<file path="config.mk">
export PLATFORM = sky130hd
export DESIGN_NAME = uart_tx_fifo_flat
export DESIGN_NICKNAME = d
export VERILOG_FILES = /design/src/rtl/uart_tx_fifo_if.sv /design/src/rtl/uart_tx_fifo.sv /design/src/flat_wrapper.sv
export SDC_FILE = /design/constraint.sdc
export NUM_CORES = 1
export LEC_CHECK = 0
export BUFFER_PORTS_ARGS = -buffer_cell sky130_fd_sc_hd__buf_2
export CORE_UTILIZATION = 55
export DETAILED_ROUTE_END_ITERATION = 12
export GPL_TIMING_DRIVEN = 0
export PLACE_DENSITY_LB_ADDON = 0.12
export SLEW_MARGIN = 0
export SYNTH_ARGS = -nofsm -noshare
export SYNTH_HDL_FRONTEND = slang
export SYNTH_SLANG_ARGS = --single-unit
export TNS_END_PERCENT = 50
</file>
<file path="constraint.sdc">
create_clock -name clk -period 9.08 [get_ports clk]
set_input_delay 1.362 -clock clk [delete_from_list [all_inputs] [get_ports clk]]
set_output_delay 1.362 -clock clk [all_outputs]
set_load 0.01 [all_outputs]
</file>
<file path="src/rtl/uart_tx_fifo_if.sv">
// rtl/uart_tx_fifo_if.sv - bus-side and UART-side signal bundle for uart_tx_fifo
interface uart_tx_fifo_if #(
    parameter int DEPTH_LOG2 = 4
);
    logic                  in_wr;
    logic [7:0]            in_data;
    logic                  in_full;
    logic                  flush;
    logic [DEPTH_LOG2:0]   level;
    logic                  empty;
    logic                  idle;
    logic                  uart_wr;
    logic [7:0]            uart_data;
    logic                  uart_busy;

    modport slave (
        input  in_wr, in_data, flush, uart_busy,
        output in_full, level, empty, idle, uart_wr, uart_data
    );

    modport master (
        output in_wr, in_data, flush, uart_busy,
        input  in_full, level, empty, idle, uart_wr, uart_data
    );
endinterface

</file>
<file path="src/rtl/uart_tx_fifo.sv">
// rtl/uart_tx_fifo.sv - byte FIFO that drains into the UART core one write strobe at a time
module uart_tx_fifo #(
    parameter int DEPTH_LOG2 = 4
) (
    input  logic          clk,
    input  logic          reset,
    uart_tx_fifo_if.slave bus
);
    localparam int DEPTH = 1 << DEPTH_LOG2;
    localparam int PW    = DEPTH_LOG2 + 1;

    typedef enum logic [1:0] {
        IDLE,
        LAUNCH,
        SETTLE
    } state_t;

    state_t          state_q;
    state_t          state_d;
    logic [7:0]      mem [DEPTH];
    logic [PW-1:0]   wr_ptr;
    logic [PW-1:0]   rd_ptr;
    logic [PW-1:0]   level;
    logic            full;
    logic            empty;
    logic            push;
    logic            pop;
    logic            uart_wr_q;
    logic [7:0]      uart_data_q;

    // Pointers carry one extra bit so full and empty stay distinguishable.
    assign level = wr_ptr - rd_ptr;
    assign full  = (level == PW'(DEPTH));
    assign empty = (level == '0);

    // in_full is taken from the pre-edge level, so a same-cycle pop never frees room.
    assign push = bus.in_wr && !full && !bus.flush;

    always_comb begin
        state_d = state_q;
        pop     = 1'b0;
        case (state_q)
            IDLE: begin
                if (!empty && !bus.uart_busy && !bus.flush) begin
                    pop     = 1'b1;
                    state_d = LAUNCH;
                end
            end
            LAUNCH:  state_d = SETTLE;
            // Guard cycle: the UART's registered busy is not yet valid here.
            SETTLE:  state_d = IDLE;
            default: state_d = IDLE;
        endcase
    end

    always_ff @(posedge clk or posedge reset) begin
        if (reset) begin
            state_q     <= IDLE;
            wr_ptr      <= '0;
            rd_ptr      <= '0;
            uart_wr_q   <= 1'b0;
            uart_data_q <= 8'h00;
        end else begin
            state_q   <= state_d;
            uart_wr_q <= pop;
            if (pop) begin
                uart_data_q <= mem[rd_ptr[DEPTH_LOG2-1:0]];
            end
            if (push) begin
                wr_ptr <= wr_ptr + PW'(1);
            end
            if (bus.flush) begin
                rd_ptr <= wr_ptr;
            end else if (pop) begin
                rd_ptr <= rd_ptr + PW'(1);
            end
        end
    end

    always_ff @(posedge clk) begin
        if (push) begin
            mem[wr_ptr[DEPTH_LOG2-1:0]] <= bus.in_data;
        end
    end

    assign bus.in_full   = full;
    assign bus.level     = level;
    assign bus.empty     = empty;
    assign bus.idle      = empty && (state_q == IDLE) && !bus.uart_busy;
    assign bus.uart_wr   = uart_wr_q;
    assign bus.uart_data = uart_data_q;
endmodule
</file>
<file path="src/flat_wrapper.sv">
// flat-port wrapper written by rule: the top's interface ports become plain ports
module uart_tx_fifo_flat 
#(
    parameter int DEPTH_LOG2 = 4
)
  (clk, reset, bus_in_wr, bus_in_data, bus_flush, bus_uart_busy, bus_in_full, bus_level, bus_empty, bus_idle, bus_uart_wr, bus_uart_data);
  uart_tx_fifo_if #(.DEPTH_LOG2(DEPTH_LOG2)) bus_i ();
  input  logic clk;
  input  logic reset;
  input wire logic [$bits(bus_i.in_wr)-1:0] bus_in_wr;
  input wire logic [$bits(bus_i.in_data)-1:0] bus_in_data;
  input wire logic [$bits(bus_i.flush)-1:0] bus_flush;
  input wire logic [$bits(bus_i.uart_busy)-1:0] bus_uart_busy;
  output wire logic [$bits(bus_i.in_full)-1:0] bus_in_full;
  output wire logic [$bits(bus_i.level)-1:0] bus_level;
  output wire logic [$bits(bus_i.empty)-1:0] bus_empty;
  output wire logic [$bits(bus_i.idle)-1:0] bus_idle;
  output wire logic [$bits(bus_i.uart_wr)-1:0] bus_uart_wr;
  output wire logic [$bits(bus_i.uart_data)-1:0] bus_uart_data;
  assign bus_i.in_wr = bus_in_wr;
  assign bus_i.in_data = bus_in_data;
  assign bus_i.flush = bus_flush;
  assign bus_i.uart_busy = bus_uart_busy;
  assign bus_in_full = bus_i.in_full;
  assign bus_level = bus_i.level;
  assign bus_empty = bus_i.empty;
  assign bus_idle = bus_i.idle;
  assign bus_uart_wr = bus_i.uart_wr;
  assign bus_uart_data = bus_i.uart_data;
  uart_tx_fifo #(.DEPTH_LOG2(DEPTH_LOG2)) u_core (.clk(clk), .reset(reset), .bus(bus_i));
endmodule
</file>
After elaboration in Yosys (flattened, before gate mapping)
Memory sizes are Yosys's and may differ from the RTL's. A register that Yosys moved wholly into a read port is not among the register bits.
Index checks and enable logic that the tools add are counted.

cells by class
  add/sub/neg operators = 3
  eq/ne operators = 3
  mux-type cells = 8
  reduce and logical (&&, ||, !) cells = 13

operators by type and width
  operator               number
  $add A5 B1 Y5 const B  2
  $mux W5                2
  $logic_and A1 B1 Y1    6
  $eq A5 B5 Y1 const B   1
  $logic_not A5 Y1       1
  $sub A5 B5 Y5          1
  $logic_not A1 Y1       4
  $mux W1                4
  $pmux W2 S2            1
  $eq A2 B1 Y1 const B   1
  $logic_not A2 Y1       1
  $mux W2                1
  $ne A2 B1 Y1 const B   1
  $reduce_bool A2 Y1     1

word-level totals
  flip-flop bits (word level) = 13
  bits in writable memories = 128
  input bits = 13
  output and inout port bits = 17
  logic and storage cells = 32
  memories = 1

memories
  name        depth  width  read ports  clocked after Yosys merged registers in  write ports  line                source
  u_core.mem  16     8      1           1                                        1            uart_tx_fifo.sv:20  logic [7:0] mem [DEPTH];

Depth between registers and ports, before layout
  word-level depth = 9
  gate-level depth with buffers = 10
  mapped depth without buffers = 9

Worst setup path before layout
Ideal clock, no wire load.

  path type = flip-flop to output port
  start point = reg u_core.rd_ptr[2]
  end point = out bus_idle
  arrival time = 2.462 ns
  data required time = 7.718 ns
  path slack = 5.256 ns
  stages on the path, launching flop included = 9
  buffers on the path = 2
  cells stage by stage = dfrtp_1 > clkbuf_1 > clkinv_1 > ha_1 > xor2_1 > a211o_1 > a2bb2oi_2 > buf_2 > and2_1

on the way
  word-level cells in the longest chain between the ends = 4

RTL lines
  element                           line                source
  start: declaration                uart_tx_fifo.sv:22  logic [PW-1:0] rd_ptr;
  start signal: assignment          uart_tx_fifo.sv:73  rd_ptr <= wr_ptr;
  start signal: assignment          uart_tx_fifo.sv:75  rd_ptr <= rd_ptr + PW'(1);
  $sub A5 B5 Y5                     uart_tx_fifo.sv:32  assign level = wr_ptr - rd_ptr;
  named net bus_level[2]            flat_wrapper.sv:15  output wire logic [$bits(bus_i.level)-1:0] bus_level;
  $logic_not A5 Y1                  uart_tx_fifo.sv:34  assign empty = (level == '0);
  named net bus_empty               flat_wrapper.sv:16  output wire logic [$bits(bus_i.empty)-1:0] bus_empty;
  $logic_and A1 B1 Y1 (2 in a row)  uart_tx_fifo.sv:89  assign bus.idle = empty && (state_q == IDLE) && !bus.uart_busy;
  end: declaration                  flat_wrapper.sv:17  output wire logic [$bits(bus_i.idle)-1:0] bus_idle;

The timed path passes the listed nets, and every way through them passes these cells.

Final worst setup path
  start point = reg u_core.rd_ptr[2]
  end point = out bus_idle

on the way
  word-level cells in the longest chain between the ends = 4

RTL lines
  element                           line
  $sub A5 B5 Y5                     uart_tx_fifo.sv:32
  $logic_not A5 Y1                  uart_tx_fifo.sv:34
  $logic_and A1 B1 Y1 (2 in a row)  uart_tx_fifo.sv:89

Every way passes these cells.

==> flow_summary.rst <==
.. list-table::
   :header-rows: 1

   * - Metric
     - Value
   * - Status
     - finished, final reports clean
   * - Vias after detailed routing
     - 3234
   * - Iteration-0 DRC Markers
     - 239
   * - Buffers inserted by post-CTS timing repair
     - 0
   * - Drc violations
     - 0
   * - Yosys warns
     - 0
   * - Netlist Area Pre-Place
     - 6140 sq um
   * - Dominant register cell in the synthesized netlist
     - edfxtp_1
   * - Unrepaired setup endpoints after global routing
     - no
   * - Cells after synthesis
     - 347
   * - Async set or reset register ratio after synthesis
     - 14.1%
   * - Fraction of final layout cells with drive strength greater than 1
     - 26.3%
   * - FF-to-FF Start
     - u_core.rd_ptr[2]$_DFFE_PP0P_
   * - Cell type contributing the most total cell area after synthesis
     - edfxtp_1
   * - Clock buffer count from CTS
     - 17
   * - # hold bufs at CTS
     - 0
   * - Final antenna diode count
     - 0
   * - Minimum period implied by the final worst setup slack
     - 5.02 ns
   * - Fin Hold WS
     - 0.442 ns
   * - Vert. Die Dim
     - 108 microns
   * - Remaining Overflow, GRT
     - 0
   * - R2R cell count
     - 8
   * - Critical hold path startpoint
     - u_core.state_q[1]$_DFFE_PP0P_
   * - Yosys top cell area share
     - 62.6%
   * - Final setup violation count
     - 0
   * - First-pass GRT wire length
     - 19100 microns
   * - Number of input and output port buffers inserted
     - 28
   * - Sinks on the clock net
     - 149
   * - Overall die width
     - 108 microns
   * - # resized after CTS
     - 0
   * - Final wirelength
     - 12300 microns
   * - Syn_area_per_cell
     - 17.7 sq um
   * - Vias in the first global route
     - 3298
   * - Slowest cell on the critical path
     - clkbuf_1
   * - Power after layout
     - 0.00224 W
   * - Area of the core
     - 10800 sq um
   * - Deepest level of the CTS H-tree
     - 4
   * - Cell-by-cell trace of the critical path
     - clkbuf_1, clkinv_1, ha_1, xor2_1, a211o_1, a2bb2oi_2, buf_2, and2_1, buf_2
   * - Critical Path RT
     - 7.72 ns
   * - Ranking of synthesized cells by area
     - edfxtp_1, mux4_2, dfrtp_1, nand2_1, and3_1
   * - Dominant cell by count in the synthesized netlist
     - edfxtp_1
   * - TritonCTS clock tree
     - done
   * - P_leak
     - 2.51 nW
   * - Final count of pins violating max slew
     - 0
   * - Number of library cell types mapped by synthesis
     - 38
   * - Antenna violations before repair
     - 0
   * - Capture point of the worst reg-to-reg path
     - u_core.mem[7][2]$_DFFE_PP_
   * - EDFF count, synth
     - 128
   * - Arrival time at the worst endpoint
     - 3.66 ns
   * - Number of vias per cell
     - 5.91
   * - Insertion delay of the later-clocked pin in the worst-skew pair
     - 0.51 ns
   * - CP Class
     - reg2out
   * - Post-layout utilization of the core
     - 64.7%
   * - Post-route clock period utilization
     - 55.3%
   * - Endpoint with the worst hold slack
     - u_core.state_q[1]$_DFFE_PP0P_
   * - Global routing usage summed across all routing layers
     - 24.1%
   * - DRT Pass-1 Iters
     - 4
   * - Register-to-register setup slack
     - 5.23 ns
   * - Final HPWL from detailed placement
     - 7960 microns
   * - Master cell of the clock root buffer
     - clkbuf_8
   * - Final TNS setup
     - 0 ns
   * - Commonest cells in the synthesized netlist
     - edfxtp_1, nand2_1, mux4_2, and3_1, dfrtp_1
   * - Tightest Pin Transition
     - 0.842 ns
   * - Number of routed nets with antenna violations
     - 0
   * - Average wire length per cell after detail routing
     - 22.5 microns
   * - Net count, final
     - 417
   * - Largest clock skew in the final design
     - 0.00894 ns
   * - Max Clock Freq
     - 199 MHz
   * - Initial core utilization
     - 56.6%
   * - Power per unit of standard cell area
     - 320 nW/um^2
   * - Area added between synthesis and finish
     - 14.2%
   * - Final worst slack
     - 4.06 ns
   * - Most used cell along the critical path
     - buf_2
   * - Highest ir drop seen on vdd
     - 0.202 mV
   * - Std-Cell Rows
     - 38
   * - Io pins
     - 30
   * - Final GP Congestion
     - 0.821
   * - Worst path max stage delay
     - 0.50 ns
   * - FF+latch count, synth
     - 149
   * - Crit path buf inv count
     - 4
   * - Sequential area share after synthesis
     - 71.1%
   * - Clock slew at reported path FFs
     - 0.06 ns
   * - Max-cap check violation count
     - 0
   * - Bufs on Longest Clock Path
     - 2
   * - Fill count
     - 773
   * - Type of the worst min-delay path
     - reg2reg
   * - Final hold viol count
     - 0
   * - Largest net degree at the start of global routing
     - 22
   * - Slew HR
     - 43.8%
   * - Syn nets
     - 370
   * - Critical path's top delay family
     - buffers and inverters
   * - Hold-critical path depth
     - 1
   * - Full die area
     - 11600 sq um
   * - Nature of the critical path startpoint
     - flip-flop
   * - Crit path max fanout
     - 10
   * - Worst setup EP type
     - primary output
   * - Post-placement setup slack
     - 4.60 ns
## registers in the layout (all words and copies together) (netlist names)
name and flops:
u_core.mem 128, u_core.bus.uart_data 8, u_core.rd_ptr 5, u_core.wr_ptr 5
u_core.state_q 2, u_core.bus.uart_wr 1
## placed cells by master, fill, tap and decap left out, types with 10 or more instances in the layout
cell type  Yosys  routed
buf_2          4      32
clkbuf_16      0      16
edfxtp_1     128     128
nand2_1       38      38
clkbuf_1       7      11
dfrtp_1       21      21
and3_1        21      21
mux4_2        32      32
a31oi_1       10      10
## routing by layer
| layer | track usage, % | share of wire [%] | vias up |
|---|---|---|---|
| met4 | 9.59 | 2.1 | 0 |
| met2 | 35.7 | 47 | 113 |
| met1 | 34.6 | 44 | 1648 |
| met5 | 0 | 0 | - |
| li1 | - | - | 1461 |
| met3 | 5.93 | 7.1 | 12 |
## power by group
| part | switching, W | total (W) | leakage, nW | internal [W] |
|---|---|---|---|---|
| sequential | 0.0000474 | 0.000866 | 1.41 | 0.000819 |
| clock | 0.000253 | 0.000648 | 0.266 | 0.000395 |
| combinational | 0.000409 | 0.000728 | 0.834 | 0.000320 |
| total | 0.000709 | 0.00224 | 2.51 | 0.00153 |
## kinds of logic (layout without fill, tap and decap cells)
| group | after synthesis | in the layout | share of synthesized area [%] |
|---|---|---|---|
| compound gates | 24 | 24 | 2.77 |
| xor+xnor | 7 | 7 | 0.998 |
| fa+ha+maj | 10 | 10 | 2.16 |
| buf+inv | 24 | 84 | 1.73 |
| flops | 149 | 149 | 71.1 |
| mux | 41 | 41 | 13.4 |
| simple gates | 92 | 92 | 7.80 |
## per-stage QoR
step                instances  instance area, sq um
global placement          515                  6460
floorplan                 347                  6140
finish                    547                  7010
CTS                       547                  7010
detailed placement        515                  6460
global route              547                  7010
## worst max-delay path by stage
stage          cells past startpoint                         start  slack (ns)       end
6_report                           9  u_core.rd_ptr[2]$_DFFE_PP0P_        4.06  bus_idle
5_1_grt                            9  u_core.rd_ptr[2]$_DFFE_PP0P_        3.78  bus_idle
4_1_cts                            9  u_core.rd_ptr[2]$_DFFE_PP0P_        4.01  bus_idle
3_5_place_dp                       9  u_core.rd_ptr[2]$_DFFE_PP0P_        4.60  bus_idle
3_3_place_gp                       9  u_core.rd_ptr[2]$_DFFE_PP0P_        4.63  bus_idle
2_1_floorplan                      8  u_core.rd_ptr[2]$_DFFE_PP0P_        5.26  bus_idle
## cell type report
type | instances | area, sq um | area share [%]
repair buffers | 28 | 140 | 2.00
plain buffers | 15 | 72.6 | 1.03
clock inverters | 10 | 108 | 1.53
flip-flops and latches | 149 | 4370 | 62.3
multi-input cells | 174 | 1670 | 23.8
well taps | 140 | 175 | 2.50
clock buffers | 22 | 443 | 6.32
inverters | 9 | 33.8 | 0.482
(Power assumes the default switching activity.)
